## config.mk

```make
export PLATFORM = sky130hd
export DESIGN_NAME = axi_wr_master
export DESIGN_NICKNAME = d
export VERILOG_FILES = /design/src/rtl/axi_wr_master.sv
export SDC_FILE = /design/constraint.sdc
export NUM_CORES = 1
export LEC_CHECK = 0
export BUFFER_PORTS_ARGS = -buffer_cell sky130_fd_sc_hd__buf_4
export CAP_MARGIN = 20
export CORE_ASPECT_RATIO = 0.75
export CORE_UTILIZATION = 32
export CTS_BUF_LIST = sky130_fd_sc_hd__clkbuf_16
export DETAILED_ROUTE_END_ITERATION = 16
export PLACE_DENSITY_LB_ADDON = 0.2
export SYNTH_ARGS = -nofsm -noshare
export SYNTH_HDL_FRONTEND = slang
export SYNTH_SLANG_ARGS = --single-unit
```

## constraint.sdc

```tcl
create_clock -name clk -period 3.6 [get_ports clk]
set_input_delay 0 -clock clk [delete_from_list [all_inputs] [get_ports clk]]
set_output_delay 0 -clock clk [all_outputs]
set_load 0.02 [all_outputs]
```

## src/rtl/axi_wr_master.sv

```systemverilog
// AXI4 write-channel master: issues AW/W from a command and a user data stream, generates WLAST
// from the burst length, tracks outstanding bursts and reports B responses.
module axi_wr_master #(
    parameter int unsigned AW      = 32,
    parameter int unsigned DW      = 64,
    parameter int unsigned MAX_OUT = 4
) (
    input  logic                         clk,
    input  logic                         resetn,
    input  logic [AW-1:0]                cmd_addr,
    input  logic [7:0]                   cmd_len,
    input  logic [2:0]                   cmd_size,
    input  logic [1:0]                   cmd_burst,
    input  logic                         cmd_valid,
    output logic                         cmd_ready,
    output logic                         cmd_err,
    input  logic [DW-1:0]                wdata_in,
    input  logic [DW/8-1:0]              wstrb_in,
    input  logic                         wvalid_in,
    output logic                         wready_out,
    output logic [AW-1:0]                axi_awaddr,
    output logic [7:0]                   axi_awlen,
    output logic [2:0]                   axi_awsize,
    output logic [1:0]                   axi_awburst,
    output logic                         axi_awvalid,
    input  logic                         axi_awready,
    output logic [DW-1:0]                axi_wdata,
    output logic [DW/8-1:0]              axi_wstrb,
    output logic                         axi_wlast,
    output logic                         axi_wvalid,
    input  logic                         axi_wready,
    input  logic [1:0]                   axi_bresp,
    input  logic                         axi_bvalid,
    output logic                         axi_bready,
    output logic                         resp_valid,
    output logic [1:0]                   resp_code,
    output logic [$clog2(MAX_OUT+1)-1:0] outstanding,
    output logic [7:0]                   err_count
);

    localparam int unsigned OW = $clog2(MAX_OUT + 1);
    localparam int unsigned PW = $clog2(MAX_OUT);
    localparam logic [OW-1:0] MaxOut  = OW'(MAX_OUT);
    localparam logic [2:0]    MaxSize = 3'($clog2(DW / 8));

    logic          cmd_hs, cmd_illegal, cmd_push, wrap_len_ok;
    logic          user_hs, last_beat, b_hs;
    logic [7:0]    len_mem [MAX_OUT];
    logic [PW-1:0] wr_ptr_q, rd_ptr_q;
    logic [OW-1:0] fifo_cnt_q;
    logic [7:0]    beat_cnt_q;
    logic [7:0]    head_len;

    // Gated by resetn so cmd_ready reads 0 while reset is held.
    assign cmd_ready   = resetn && !axi_awvalid && (outstanding < MaxOut);
    assign cmd_hs      = cmd_valid && cmd_ready;
    assign wrap_len_ok = (cmd_len == 8'd1) || (cmd_len == 8'd3) || (cmd_len == 8'd7) ||
                         (cmd_len == 8'd15);
    assign cmd_illegal = (cmd_burst == 2'd3) || (cmd_size > MaxSize) ||
                         ((cmd_burst == 2'd2) && !wrap_len_ok);
    assign cmd_push    = cmd_hs && !cmd_illegal;

    assign head_len    = len_mem[rd_ptr_q];
    assign wready_out  = (fifo_cnt_q != '0) && (!axi_wvalid || axi_wready);
    assign user_hs     = wvalid_in && wready_out;
    assign last_beat   = (beat_cnt_q == head_len);

    assign axi_bready  = (outstanding != '0);
    assign b_hs        = axi_bvalid && axi_bready;

    // Length storage is not reset; the pointers and count define its contents.
    always_ff @(posedge clk) begin
        if (cmd_push) len_mem[wr_ptr_q] <= cmd_len;
    end

    always_ff @(posedge clk or negedge resetn) begin
        if (!resetn) begin
            cmd_err     <= 1'b0;
            axi_awaddr  <= '0;
            axi_awlen   <= '0;
            axi_awsize  <= '0;
            axi_awburst <= '0;
            axi_awvalid <= 1'b0;
            axi_wdata   <= '0;
            axi_wstrb   <= '0;
            axi_wlast   <= 1'b0;
            axi_wvalid  <= 1'b0;
            resp_valid  <= 1'b0;
            resp_code   <= '0;
            outstanding <= '0;
            err_count   <= '0;
            wr_ptr_q    <= '0;
            rd_ptr_q    <= '0;
            fifo_cnt_q  <= '0;
            beat_cnt_q  <= '0;
        end else begin
            cmd_err <= cmd_hs && cmd_illegal;

            if (cmd_push) begin
                axi_awaddr  <= cmd_addr;
                axi_awlen   <= cmd_len;
                axi_awsize  <= cmd_size;
                axi_awburst <= cmd_burst;
                axi_awvalid <= 1'b1;
            end else if (axi_awvalid && axi_awready) begin
                axi_awaddr  <= '0;
                axi_awlen   <= '0;
                axi_awsize  <= '0;
                axi_awburst <= '0;
                axi_awvalid <= 1'b0;
            end

            if (user_hs) begin
                axi_wdata  <= wdata_in;
                axi_wstrb  <= wstrb_in;
                axi_wvalid <= 1'b1;
                axi_wlast  <= last_beat;
                beat_cnt_q <= last_beat ? 8'd0 : beat_cnt_q + 8'd1;
            end else if (axi_wready) begin
                axi_wvalid <= 1'b0;
                axi_wlast  <= 1'b0;
            end

            if (cmd_push) wr_ptr_q <= wr_ptr_q + PW'(1);
            if (user_hs && last_beat) rd_ptr_q <= rd_ptr_q + PW'(1);
            if (cmd_push && !(user_hs && last_beat)) begin
                fifo_cnt_q <= fifo_cnt_q + OW'(1);
            end else if (!cmd_push && user_hs && last_beat) begin
                fifo_cnt_q <= fifo_cnt_q - OW'(1);
            end

            if (cmd_push && !b_hs) begin
                outstanding <= outstanding + OW'(1);
            end else if (!cmd_push && b_hs) begin
                outstanding <= outstanding - OW'(1);
            end

            resp_valid <= b_hs;
            if (b_hs) resp_code <= axi_bresp;
            if (b_hs && axi_bresp[1] && (err_count != 8'hFF)) begin
                err_count <= err_count + 8'd1;
            end
        end
    end

endmodule

```

---- After elaboration in Yosys (flattened, before gate mapping) ----
Memory sizes are Yosys's and may differ from the RTL's.
Cells that the tools add are included.
cells by class
  $add $sub $neg .......................... 8
  reduce and logical (&&, ||, !) cells .... 37
  multiplexer cells ....................... 20
  equal/unequal tests ..................... 8
  $lt $le $gt $ge ......................... 2
operator list
  kind                                                                             number
  32-bit two-way mux                                                               2
  8-bit two-way mux                                                                3
  1-bit logical AND                                                                18
  3-bit two-way mux                                                                6
  8-bit by 1-bit adder with 8-bit output, second input constant                    2
  8-bit by 1-bit equality test with 1-bit output, second input constant            1
  8-bit by 2-bit equality test with 1-bit output, second input constant            1
  8-bit by 3-bit equality test with 1-bit output, second input constant            1
  8-bit by 4-bit equality test with 1-bit output, second input constant            1
  8-bit equality test                                                              1
  8-bit != test, second input constant                                             1
  2-bit nonzero test                                                               4
  1-bit zero test                                                                  7
  1-bit two-way mux                                                                7
  3-bit by 1-bit adder with 3-bit output, second input constant                    2
  1-bit logical OR                                                                 6
  3-bit nonzero test                                                               2
  3-bit by 1-bit subtractor with 3-bit output, second input constant               2
  2-bit by 1-bit adder with 2-bit output, second input constant                    2
  2-bit equality test, second input constant                                       2
  2-bit two-way mux                                                                2
  3-bit by 2-bit greater-than comparator with 1-bit output, second input constant  1
  3-bit < comparator, second input constant                                        1
storage, ports and cells
  logic and storage cells ................. 94
  output and inout port bits .............. 138
  register bits after elaboration ......... 150
  RAM bits ................................ 32
  memories ................................ 1
  input port bits ......................... 126
memories
  name     words  bits a word  rd ports  clocked after Yosys merged registers in  write ports  RTL line  text
  len_mem  4      8            1         0                                        1            48        logic [7:0] len_mem [MAX_OUT];

---- Depth between registers and ports, before layout ----
  depth after elaboration ................. 14
  depth in mapped cells ................... 11
  mapped depth without buffers ............ 9

---- Least setup slack after synthesis ----
Ideal clock, no wire load.
  path kind ............................... register to register
  start point ............................. reg axi_awvalid
  end point ............................... reg outstanding[2]
  slack ................................... 0.448 ns
  buffers on the path ..................... 2
  period minus slack after synthesis ...... 3.152 ns
  data arrival time ....................... 3.072 ns
  stages on the path, launching flop included .. 12
  data required time ...................... 3.520 ns
  cell sequence ........................... dfrtp_1 > nor3b_1 > nand2_1 > nor3_2 > buf_2 > buf_2 > ha_1 > inv_1 > fa_1 > xor2_1 > nor2_1 > xor2_1
between the ends
  longest elaborated chain between the ends .. 8
ends and longest elaborated chain
  element                           RTL line  text
  start: declaration                25        output logic axi_awvalid,
  start signal: assignment          83        axi_awvalid <= 1'b0;
  start signal: assignment          104       axi_awvalid <= 1'b1;
  start signal: assignment          110       axi_awvalid <= 1'b0;
  1-bit zero test *                 55        assign cmd_ready = resetn && !axi_awvalid && (outstanding < MaxOut);
  1-bit logical AND * (2 in a row)  55
  net cmd_ready                     15        output logic cmd_ready,
  1-bit logical AND *               56        assign cmd_hs = cmd_valid && cmd_ready;
  1-bit logical AND *               61        assign cmd_push = cmd_hs && !cmd_illegal;
  net cmd_push                      46        logic cmd_hs, cmd_illegal, cmd_push, wrap_len_ok;
  1-bit zero test                   134       end else if (!cmd_push && b_hs) begin
  1-bit logical AND                 134
  2-bit nonzero test (no line)      --
  end signal: assignment            133       outstanding <= outstanding + OW'(1);
  end signal: assignment            135       outstanding <= outstanding - OW'(1);
  end: declaration                  37        output logic [$clog2(MAX_OUT+1)-1:0] outstanding,
Mark *: on every way through the listed nets, which the timed path passes. The rest lies on a longest branch.
A chain may end at the register's enable or synchronous reset.

---- Final worst setup path ----
  start point ............................. in resetn
  end point ............................... reg axi_awaddr[28]
between the ends
  longest elaborated chain between the ends .. 5
ends and longest elaborated chain
  element                                                   RTL line  text
  start: declaration                                        9         input logic resetn,
  1-bit logical AND * (2 in a row)                          55
  1-bit logical AND *                                       56
  1-bit logical AND *                                       61
  32-bit two-way mux or 2-bit nonzero test (tied branches)  --
  end signal: assignment                                    100       axi_awaddr <= cmd_addr;
  end: declaration                                          21        output logic [AW-1:0] axi_awaddr,
Mark *: on every way between the ends. The rest lies on a longest branch, timed or not.

==> out/metrics.cfg <==
[setup_path]
crit_chain=dlygate4sd3_1, dlygate4sd3_1, buf_6, nor3b_1, nand2_1, nor3_4, buf_4, a21oi_4, buf_16, a22o_1
crit_path_max_incr_delay_ps=590
startpoint_type=input pin
crit_arrival_ps=3430
critPathCaptureType=flip-flop
required_ps=3910
critPathMaxFanout=45
cp_slowest_cell=dlygate4sd3_1
crit_buf_inv=5
crit_family=buffers and inverters
worst_path_most_repeated_cell=dlygate4sd3_1
criticalPathCategory=in -> reg

[sta]
grt_setup_unrepaired=no
clock.fmax_mhz=320
fin_crit_sh_pct=86.7
layout_min_cycle_time_ps=3120
finalHoldViolCount=0
relSlewSlack_pct=39.0
fin_setup_tns_ps=0
fin_skew_ps=7.63
tightestPinTransition_ps=915
setup_violations=0
whs_ps=121
final_max_slew_viol_count=0

[yosys]
ys_seq_area_share_pct=65.4
yosys-top-cells-area=dfrtp_1 52%, edfxtp_1 13%, nand2_1 12%
synthCells=608
netlist.area_leader.share_pct=52.1
yosysWarnings=0
yosys.area_share.adder_pct=1.77
synth_nets=743
yosysTopAreaCell=dfrtp_1
synth.area.mux_share_pct=3.26
synth_compound_area_share_pct=7.24
synth-simple-area-share_pct=16.1
avgSynthCellArea_um2=11.9
synth_cell_types=45
synth_top_family_by_area=simple AND/OR/NAND/NOR gates
ys_ff_latch=182
synthXorXnorAreaFrac_pct=4.15
syn_area_um2=7210

[global_routing]
grt_pass1_wl_mm=30.8
grt_pass1_vias=6042
grtUsageTotal_pct=16.9
antenna_found_initial=0
grt-ovfl-total=0
grt_max_degree=80

[detailed_routing]
avgRoutedWirePerCell_um=14.7
drtIter0Drc=385
vias_per_cell=4.44
wl_mm=19.2
firstDrtPassIters=5
route.vias.total=5789
drc=0
ant_nets=0

[cts]
cts_resized=0
ctsHtreeMaxLevel=4
clk_path_buf_depth=2
cts.sinks=182
clk_latency_ps=420
post_cts_buffers=0
cts_tree=built
ctsRootBufferMaster=clkbuf_16
clk_pin_slew_worst_paths_ps=70
cts_made_buffers=17

[finish]
nNetsFinal=1132
fin_area_um2=11400
mostFrequentLayoutCells=269 x buf_4, 236 x nand2_1, 150 x dfrtp_1
antenna_cells=0
layout-drive-gt1-share_pct=32.4
final_common_cell=buf_4
area_growth_pct=57.8

[floorplan]
core_um2=22100
die-area_um2=23100
dieHeight_um=132
start_util_pct=32.7
die_x_um=175
io_pins=264
rows=47

[power]
switching_share_pct=37.9
power_frac_clock_pct=20.4
p_leak_uw=0.00561
share_comb_of_total_power_pct=40.4
seqPwrFrac_pct=39.1
p_sw_uw=3240
ir_worst_vdd_v=0.000401
p_per_area_nw_per_um2=753
intPower_uw=5320

[hold_path]
hp-class=in -> reg

[outcome]
status=completed

[placed_design]
dpl_cell_area_um2=9530
place.gp.congestion=0.744
hpwl_mm=12.4
numPortBuffers=263

[run]
max-cap-violations=0

## cells in the mapped netlist (all sizes together)
cell    count
nand3b      1
a21oi       5
nor2b       1
nor3b       1
and4        2
a41oi       1
and3        2
inv         6
mux4        8
nand2b      3
o311ai      1
nand4       5
nor4b       1
or3         1
o21ai       7
a22o       46
xor2        7
clkbuf     14
fa          2
ha          7
dfrtp     150
buf        15
nand2     236
xnor2      19
o211a       1
a21o        1
mux2        4
o211ai      1
nor2       10
edfxtp     32
and2        7
nand3       6
mux2i       1
nor3        3
o31a        1
## final timing paths
kind                                  end  slack, ps  depth (start not counted)           from
max                        axi_awaddr[28]        480                         10         resetn
min in group asynchronous    axi_wstrb[7]        590                          3         resetn
min reg2reg                 axi_wdata[39]        470                          2  axi_wdata[39]
min                             axi_wlast        120                          4      wvalid_in
max in group asynchronous  axi_awaddr[28]       1810                          4         resetn
max reg2reg                 fifo_cnt_q[1]        800                          7    rd_ptr_q[0]
## sequential cells by signal, summed over array words and instances, names as in the netlist, 2 cells and up
name,flops
axi_awaddr,32
axi_awburst,2
axi_awlen,8
axi_awsize,3
axi_wdata,64
axi_wstrb,8
beat_cnt_q,8
err_count,8
fifo_cnt_q,3
len_mem,32
outstanding,3
rd_ptr_q,2
resp_code,2
wr_ptr_q,2
## stage by stage
stage	utilization [%]	total power (uW)	std cells	worst slack (ps)
6_report	51.5	8560	1304	478
5_1_grt	51.5	9090	1304	229
4_1_cts	51.5	8660	1304	476
3_5_place_dp	43.2	6740	1144	791
3_3_place_gp	43.1	6690	1143	815
2_1_floorplan	-	5160	608	448
## what timing repair did
item                                    in CTS  in global routing
endpoints found under the setup margin       0                  0
hold endpoints to repair                   178                  0
hold buffers                               128                  0
## routing by layer
metal | vias up | track usage, % | share of wire [%] | wire, um
met5 | - | 0 | 0 | 0
met4 | 0 | 3.19 | 0.69 | 133
met3 | 9 | 5.68 | 7.9 | 1520
met2 | 208 | 26.3 | 44 | 8410
met1 | 2750 | 23.2 | 47 | 9100
li1 | 2822 | - | - | -
## worst reg2reg max path: cells and delay by family (launching register included)
kind,cells,cell delay (ps)
muxes,2,900
DFF,1,690
and+or+nand+nor,3,530
adders and majority gates,1,410
xor gates and xnor gates,1,170
## power by group through the flow
stage | Clock, uW | Combinational (uW) | Sequential (uW)
final | 1750 | 3460 | 3350
after global routing | 1890 | 3750 | 3450
after CTS | 1820 | 3490 | 3350
after detailed placement | 0 | 3380 | 3360
after global placement | 0 | 3330 | 3360
after floorplan | 0 | 1070 | 4090
## area by class of cell
type / count / area (um^2)
Multi-Input combinational cell: 391 / 2370
Inverter: 6 / 22.5
Tap cell: 294 / 368
Sequential cell: 182 / 4710
Clock buffer: 18 / 450
Clock inverter: 14 / 101
Fill cell: 1905 / 10700
Timing Repair Buffer: 399 / 3340
## cells by family after synthesis
| group | Yosys count |
|---|---|
| multiplexers | 13 |
| adder cells (fa/ha/maj) | 9 |
| AO/OA/AOI/OAI | 64 |
| AND/OR/NAND/NOR | 279 |
| XOR/XNOR | 26 |
| flip-flops | 182 |
| buffers and inverters | 35 |
(Power assumes the default switching activity.)
